--- src/rtl/mux_arb_pkg.sv ---
// mux_arb_pkg: shared types and constants for the two-requester mux arbiter.
// Included by mux_arbiter and mux_arb_hold_cnt.
package mux_arb_pkg;

    typedef enum logic [1:0] {
        IDLE = 2'd0,
        G0   = 2'd1,
        G1   = 2'd2
    } arb_state_e;

    localparam int unsigned HOLD_CNT_W = 8;

    localparam logic SEL_D0 = 1'b0;
    localparam logic SEL_D1 = 1'b1;

endpackage

--- src/rtl/mux_arb_hold_cnt.sv ---
// mux_arb_hold_cnt: counts granted cycles of the current tenure and flags when
// the holder has used its MAX_HOLD-cycle budget.
module mux_arb_hold_cnt
    import mux_arb_pkg::*;
#(
    parameter int unsigned MAX_HOLD = 8
) (
    input  logic clk,
    input  logic rst_n,
    input  logic enter,
    input  logic granted,
    output logic hit
);

    localparam logic [HOLD_CNT_W-1:0] LIM = HOLD_CNT_W'(MAX_HOLD - 1);

    logic [HOLD_CNT_W-1:0] cnt_q;
    logic [HOLD_CNT_W-1:0] cnt_d;

    always_comb begin
        cnt_d = cnt_q;
        if (enter) begin
            cnt_d = '0;
        end else if (granted && (cnt_q != LIM)) begin
            cnt_d = cnt_q + HOLD_CNT_W'(1);
        end
    end

    always_ff @(posedge clk or negedge rst_n) begin
        if (!rst_n) begin
            cnt_q <= '0;
        end else begin
            cnt_q <= cnt_d;
        end
    end

    assign hit = granted && (cnt_q == LIM);

endmodule

--- src/rtl/mux_arbiter.sv ---
// mux_arbiter: two-requester round-robin arbiter driving a shared 2:1 data path.
// Define MUX_ARB_TIMEOUT_EN to bound a contended grant to MAX_HOLD cycles.
module mux_arbiter
    import mux_arb_pkg::*;
#(
    parameter int unsigned DATA_W   = 1,
    parameter int unsigned MAX_HOLD = 8
) (
    input  logic              clk,
    input  logic              rst_n,
    input  logic              req0,
    input  logic              req1,
    input  logic [DATA_W-1:0] d0,
    input  logic [DATA_W-1:0] d1,
    output logic              gnt0,
    output logic              gnt1,
    output logic              s,
    output logic [DATA_W-1:0] b,
    output logic              out_valid
);

    arb_state_e state_q;
    arb_state_e state_d;

    logic              last_q;
    logic              last_d;
    logic              s_q;
    logic              s_d;
    logic [DATA_W-1:0] b_q;
    logic [DATA_W-1:0] b_d;
    logic              valid_q;
    logic              valid_d;

    logic granted;
    logic enter;
    logic hold_hit;

    assign granted = (state_q != IDLE);
    assign enter   = (state_d != state_q) && (state_d != IDLE);

`ifdef MUX_ARB_TIMEOUT_EN
    mux_arb_hold_cnt #(
        .MAX_HOLD (MAX_HOLD)
    ) u_hold_cnt (
        .clk     (clk),
        .rst_n   (rst_n),
        .enter   (enter),
        .granted (granted),
        .hit     (hold_hit)
    );
`else
    // Legal MAX_HOLD is never zero, so the limit can never fire here.
    assign hold_hit = (MAX_HOLD == 0);
`endif

    always_ff @(posedge clk or negedge rst_n) begin
        if (!rst_n) begin
            state_q <= IDLE;
        end else begin
            state_q <= state_d;
        end
    end

    always_comb begin
        state_d = state_q;
        unique case (state_q)
            IDLE: begin
                if (req0 && req1) begin
                    state_d = (last_q == SEL_D0) ? G1 : G0;
                end else if (req0) begin
                    state_d = G0;
                end else if (req1) begin
                    state_d = G1;
                end
            end
            G0: begin
                if (!req0) begin
                    state_d = req1 ? G1 : IDLE;
                end else if (hold_hit && req1) begin
                    state_d = G1;
                end
            end
            G1: begin
                if (!req1) begin
                    state_d = req0 ? G0 : IDLE;
                end else if (hold_hit && req0) begin
                    state_d = G0;
                end
            end
            default: state_d = IDLE;
        endcase
    end

    always_comb begin
        gnt0 = 1'b0;
        gnt1 = 1'b0;
        unique case (state_q)
            G0:      gnt0 = 1'b1;
            G1:      gnt1 = 1'b1;
            default: ;
        endcase
    end

    // Pointer and select move only on grant entry; select holds through IDLE.
    always_comb begin
        last_d = last_q;
        s_d    = s_q;
        if (enter) begin
            last_d = (state_d == G1) ? SEL_D1 : SEL_D0;
            s_d    = (state_d == G1) ? SEL_D1 : SEL_D0;
        end
    end

    always_comb begin
        b_d     = b_q;
        valid_d = 1'b0;
        if (granted) begin
            b_d     = (s_q == SEL_D1) ? d1 : d0;
            valid_d = 1'b1;
        end
    end

    always_ff @(posedge clk or negedge rst_n) begin
        if (!rst_n) begin
            last_q  <= SEL_D1;
            s_q     <= SEL_D0;
            b_q     <= '0;
            valid_q <= 1'b0;
        end else begin
            last_q  <= last_d;
            s_q     <= s_d;
            b_q     <= b_d;
            valid_q <= valid_d;
        end
    end

    assign s         = s_q;
    assign b         = b_q;
    assign out_valid = valid_q;

endmodule

--- config.mk ---
export PLATFORM = sky130hd
export DESIGN_NAME = mux_arbiter
export DESIGN_NICKNAME = d
export VERILOG_FILES = /design/src/rtl/mux_arb_pkg.sv /design/src/rtl/mux_arb_hold_cnt.sv /design/src/rtl/mux_arbiter.sv
export SDC_FILE = /design/constraint.sdc
export NUM_CORES = 1
export LEC_CHECK = 0
export CAP_MARGIN = 40
export CORE_AREA = 3 3 40 42
export DETAILED_ROUTE_END_ITERATION = 10
export DIE_AREA = 0 0 43 45
export PLACE_DENSITY = 0.54
export SLEW_MARGIN = 20
export SYNTH_ARGS = -nofsm -noshare
export SYNTH_HDL_FRONTEND = slang
export SYNTH_SLANG_ARGS = --single-unit
--- constraint.sdc ---
create_clock -name clk -period 1.2 [get_ports clk]
set_clock_uncertainty 0.05 [all_clocks]
set_input_delay 0.18 -clock clk [delete_from_list [all_inputs] [get_ports clk]]
set_output_delay 0.18 -clock clk [all_outputs]
set_load 0.03 [all_outputs]
* After elaboration in Yosys (flattened, before gate mapping)
Index checks and enable logic that the tools add are counted.
** Cells by class
- $lt $le $gt $ge :: 0
- Bitwise gates (word level) :: 0
- Add/subtract/negate cells :: 0
- Equal/unequal tests :: 4
- Divide/modulo/power cells :: 0
- Shift-type cells :: 0
- Mux-type cells :: 14
- Reduce and logical (&&, ||, !) cells :: 5
- Multiply operators :: 0
** Operators with widths (count)
- $mux W2 :: 7
- $mux W1 :: 6
- $pmux W2 S3 :: 1
- $eq A2 B2 Y1 const B :: 2
- $reduce_bool A2 Y1 :: 2
- $eq A2 B1 Y1 const B :: 1
- $logic_and A1 B1 Y1 :: 2
- $logic_not A2 Y1 :: 1
- $ne A2 B2 Y1 :: 1
** Word-level totals
- Bits in read-only memories :: 0
- Memories :: 0
- RAM bits :: 0
- Latch bits :: 0
- Register bits :: 6
- Bits of input ports :: 6
- Output and inout bits :: 5
- Logic and storage cells :: 28

* Longest topological paths before layout
Gate-level depths: netlist of run 1.
- Word-level depth :: 6
- Gate-level depth with buffers :: 3
- Mapped depth without buffers :: 3

* Worst setup path after synthesis of run 1
No wires, ideal clock.
- Path kind :: register to output
- Start :: register state_q[1]
- End :: output gnt1
- Data required time :: 970 ps
- Arrival :: 900 ps
- Cell stages (with the launch flop) :: 2
- Buffers on the path :: 0
- Slack :: 70 ps
- Cells stage by stage :: dfrtp_1 > nor2b_1
** On the way
- Cells in the longest elaborated chain, start to end :: 2
** Ends and longest elaborated chain
- start: declaration :: line mux_arbiter.sv:22 : arb_state_e state_q;
- start signal: assignment :: line mux_arbiter.sv:60 : state_q <= state_d;
- $eq A2 B2 Y1 :: line mux_arbiter.sv:97 : unique case (state_q)
- $mux W1 :: line mux_arbiter.sv:97
- end: declaration :: line mux_arbiter.sv:16 : output logic gnt1,
Every way passes these cells.

* Worst setup path after layout of run 1
Same ends and word-level chain as after synthesis.

==> results of run 1 <==
## layer usage
metal,share of wire (%),vias to the layer above,wire (um),GRT usage (%)
met4,0,0,0,3.61
met3,8.2,0,48,5.98
li1,-,126,-,-
met5,0,-,0,0
met2,46,9,269,9.58
met1,46,110,270,7.69
## what timing repair did
| item | 4_1_cts | 5_1_grt |
|---|---|---|
| setup buffers | 4 | 0 |
| endpoints found under the setup margin | 2 | 2 |
| resized for setup | 2 | 0 |
| pin swaps | 0 | 0 |
## cell usage after synthesis, drive strengths merged
| library cell | number | area (um^2) |
|---|---|---|
| o22a | 1 | 8.76 |
| nor2 | 6 | 22.5 |
| nor2b | 3 | 21.3 |
| inv | 3 | 11.3 |
| dfrtp | 5 | 125 |
| a21oi | 2 | 10.0 |
| o211a | 1 | 10.0 |
| o21ai | 1 | 5.00 |
| dfstp | 1 | 26.3 |
| mux2i | 1 | 10.0 |
| nand2 | 2 | 7.51 |
| and2 | 1 | 6.26 |
| o22ai | 1 | 6.26 |
## per-stage QoR
stage | power, mW | area [um^2] | util (%) | hold slack (ns) | setup TNS, ns
detailed placement | 0.595 | 377 | 29.3 | 0.388 | -0.0110
CTS | 0.846 | 435 | 33.9 | 0.112 | 0
global route | 0.885 | 435 | 33.9 | 0.111 | -0.0582
floorplan | 0.481 | 270 | - | -0.166 | 0
global placement | 0.592 | 377 | 29.3 | 0.392 | 0
finish | 0.828 | 435 | 33.9 | 0.117 | 0
## final cells by class
type,instances,area [um^2]
Clock buffer,4,26.3
Fill cell,140,850
Inverter,3,11.3
Multi-Input combinational cell,19,108
Sequential cell,6,154
Tap cell,15,18.8
Timing Repair Buffer,14,118
## state kept, by name, indices dropped and copies added, names as in the netlist
signal / count
b: 1
last_q: 1
out_valid: 1
s: 1
state_q: 2
## power by group through the flow
| stage | Combinational [mW] | Clock, mW | Sequential [mW] |
|---|---|---|---|
| 2_1_floorplan | 0.117 | 0 | 0.363 |
| 3_3_place_gp | 0.279 | 0 | 0.314 |
| 3_5_place_dp | 0.281 | 0 | 0.314 |
| 4_1_cts | 0.325 | 0.219 | 0.302 |
| 5_1_grt | 0.347 | 0.230 | 0.308 |
| 6_report | 0.321 | 0.205 | 0.302 |
## path summary, 6_finish.rpt
check                                 from        end  cells after the start
min in group clk                         b          b                      2
worst max-delay path            state_q[1]       gnt1                      2
max in group asynchronous            rst_n     last_q                      1
worst min register to register           b          b                      2
worst min-delay path                 rst_n  out_valid                      1
worst max register to register  state_q[1]          s                      4
## cells by family after synthesis
logic type | after synthesis | share of synthesized area, %
AOI/OAI and AO/OA | 6 | 14.8
and+or+nand+nor | 12 | 21.3
muxes | 1 | 3.70
DFF | 6 | 56.0
buffers and inverters | 3 | 4.17
==> metrics, run 1 <==
worst skew pair latency 0.25 ns; sequential power share 36.5%; final worst-path cycle share 98.6%; core box area 0.00128 mm^2; Distinct cells, synth 14; status complete, no violations; Final Setup Violations 0; Iteration-0 DRC Markers 11; Antenna Cells 0; Pint 0.538 mW; clock share of power 24.7%; largest net degree at the start of global routing 7; most frequent cells in the layout buf_4, nor2_1, clkdlybuf4s50_1; delay-heaviest family, CP flip-flops; critical path type reg -> out; full die area 0.00194 mm^2; Final #Nets 53; Clock Tree Root clkbuf_4; IO Pins 11; total CTS buffers 3; VDD IR max 0.719 mV; Sw Ratio 35.0%; crit path launch type flop; Tmin final 1.18 ns; reg2reg setup slack 0.12 ns; synthesized area per cell 9.65 um^2; share of post-route cells with drive strength above 1 34.8%; Pins Over Slew Limit 0; Mapped Cells 28; Comb power frac 38.8%; routed wire length 588 um; maxcap violations 0; placed insts 53; Mapped Nets 34; commonest non-fill, non-tap cell in the layout buf_4; Max Freq 845 MHz; Bufs and invs on worst path 1; CTS tree yes; Routed Antenna Nets 0; TritonCTS sink count 6; first-pass GRT wire length 910 um; Die W 43 um; final worst slack 0.0164 ns; maximum clock path buffer count 2; crit end category output port; Final Hold Vio Count 0; Worst-path clk slew 0.05 ns; crit path DAT 0.95 ns; Setup WS pre-CTS -0.0110 ns; chip height 45 um; # port buffers 10; mean routed wirelength per cell 9.64 um; GPL Wtd Cong 0.741; Starting Density 21.0%; Synth Register Bits 6; unrepaired setup endpoints after global routing true; synthesis-to-layout area growth 61.1%; DP HPWL 426 um; Final Non-Filler Cells 61; Rel. slew slack 82.3%; Critical Path Max Stage Delay 0.41 ns; CP max stage cell dfrtp_2; vias in the first global route 211; pwr dens 1900 mW/mm^2; H-tree depth 1; initial antenna violation count 0; GR Overflow Total 0; CP max FO 4; DR pass1 iterations 2; drt drc 0; Psw 0.289 mW; Avg Vias per Cell 4.02; P_leak 0.214 nW; worst path cell trace nor2b_1 -> buf_4; post-synthesis sequential area ratio 56.0%; yosys warns 0; CTS Hold Bufs 0; GRT Overall Usage 7.06%; hold crit path type in -> async; mapped cell area 270 um^2; Slew @ Worst Pin 0.265 ns; Req. time, crit path 0.97 ns; FP Rows 13; vias post-DR 245
(Power assumes the default switching activity.)
==> run 2: changes to the inputs <==
- ABC_CLOCK_PERIOD_IN_PS: unset -> 1200
==> results of run 2 <==
Final layout, timing and power as in run 1 (identical DEF).
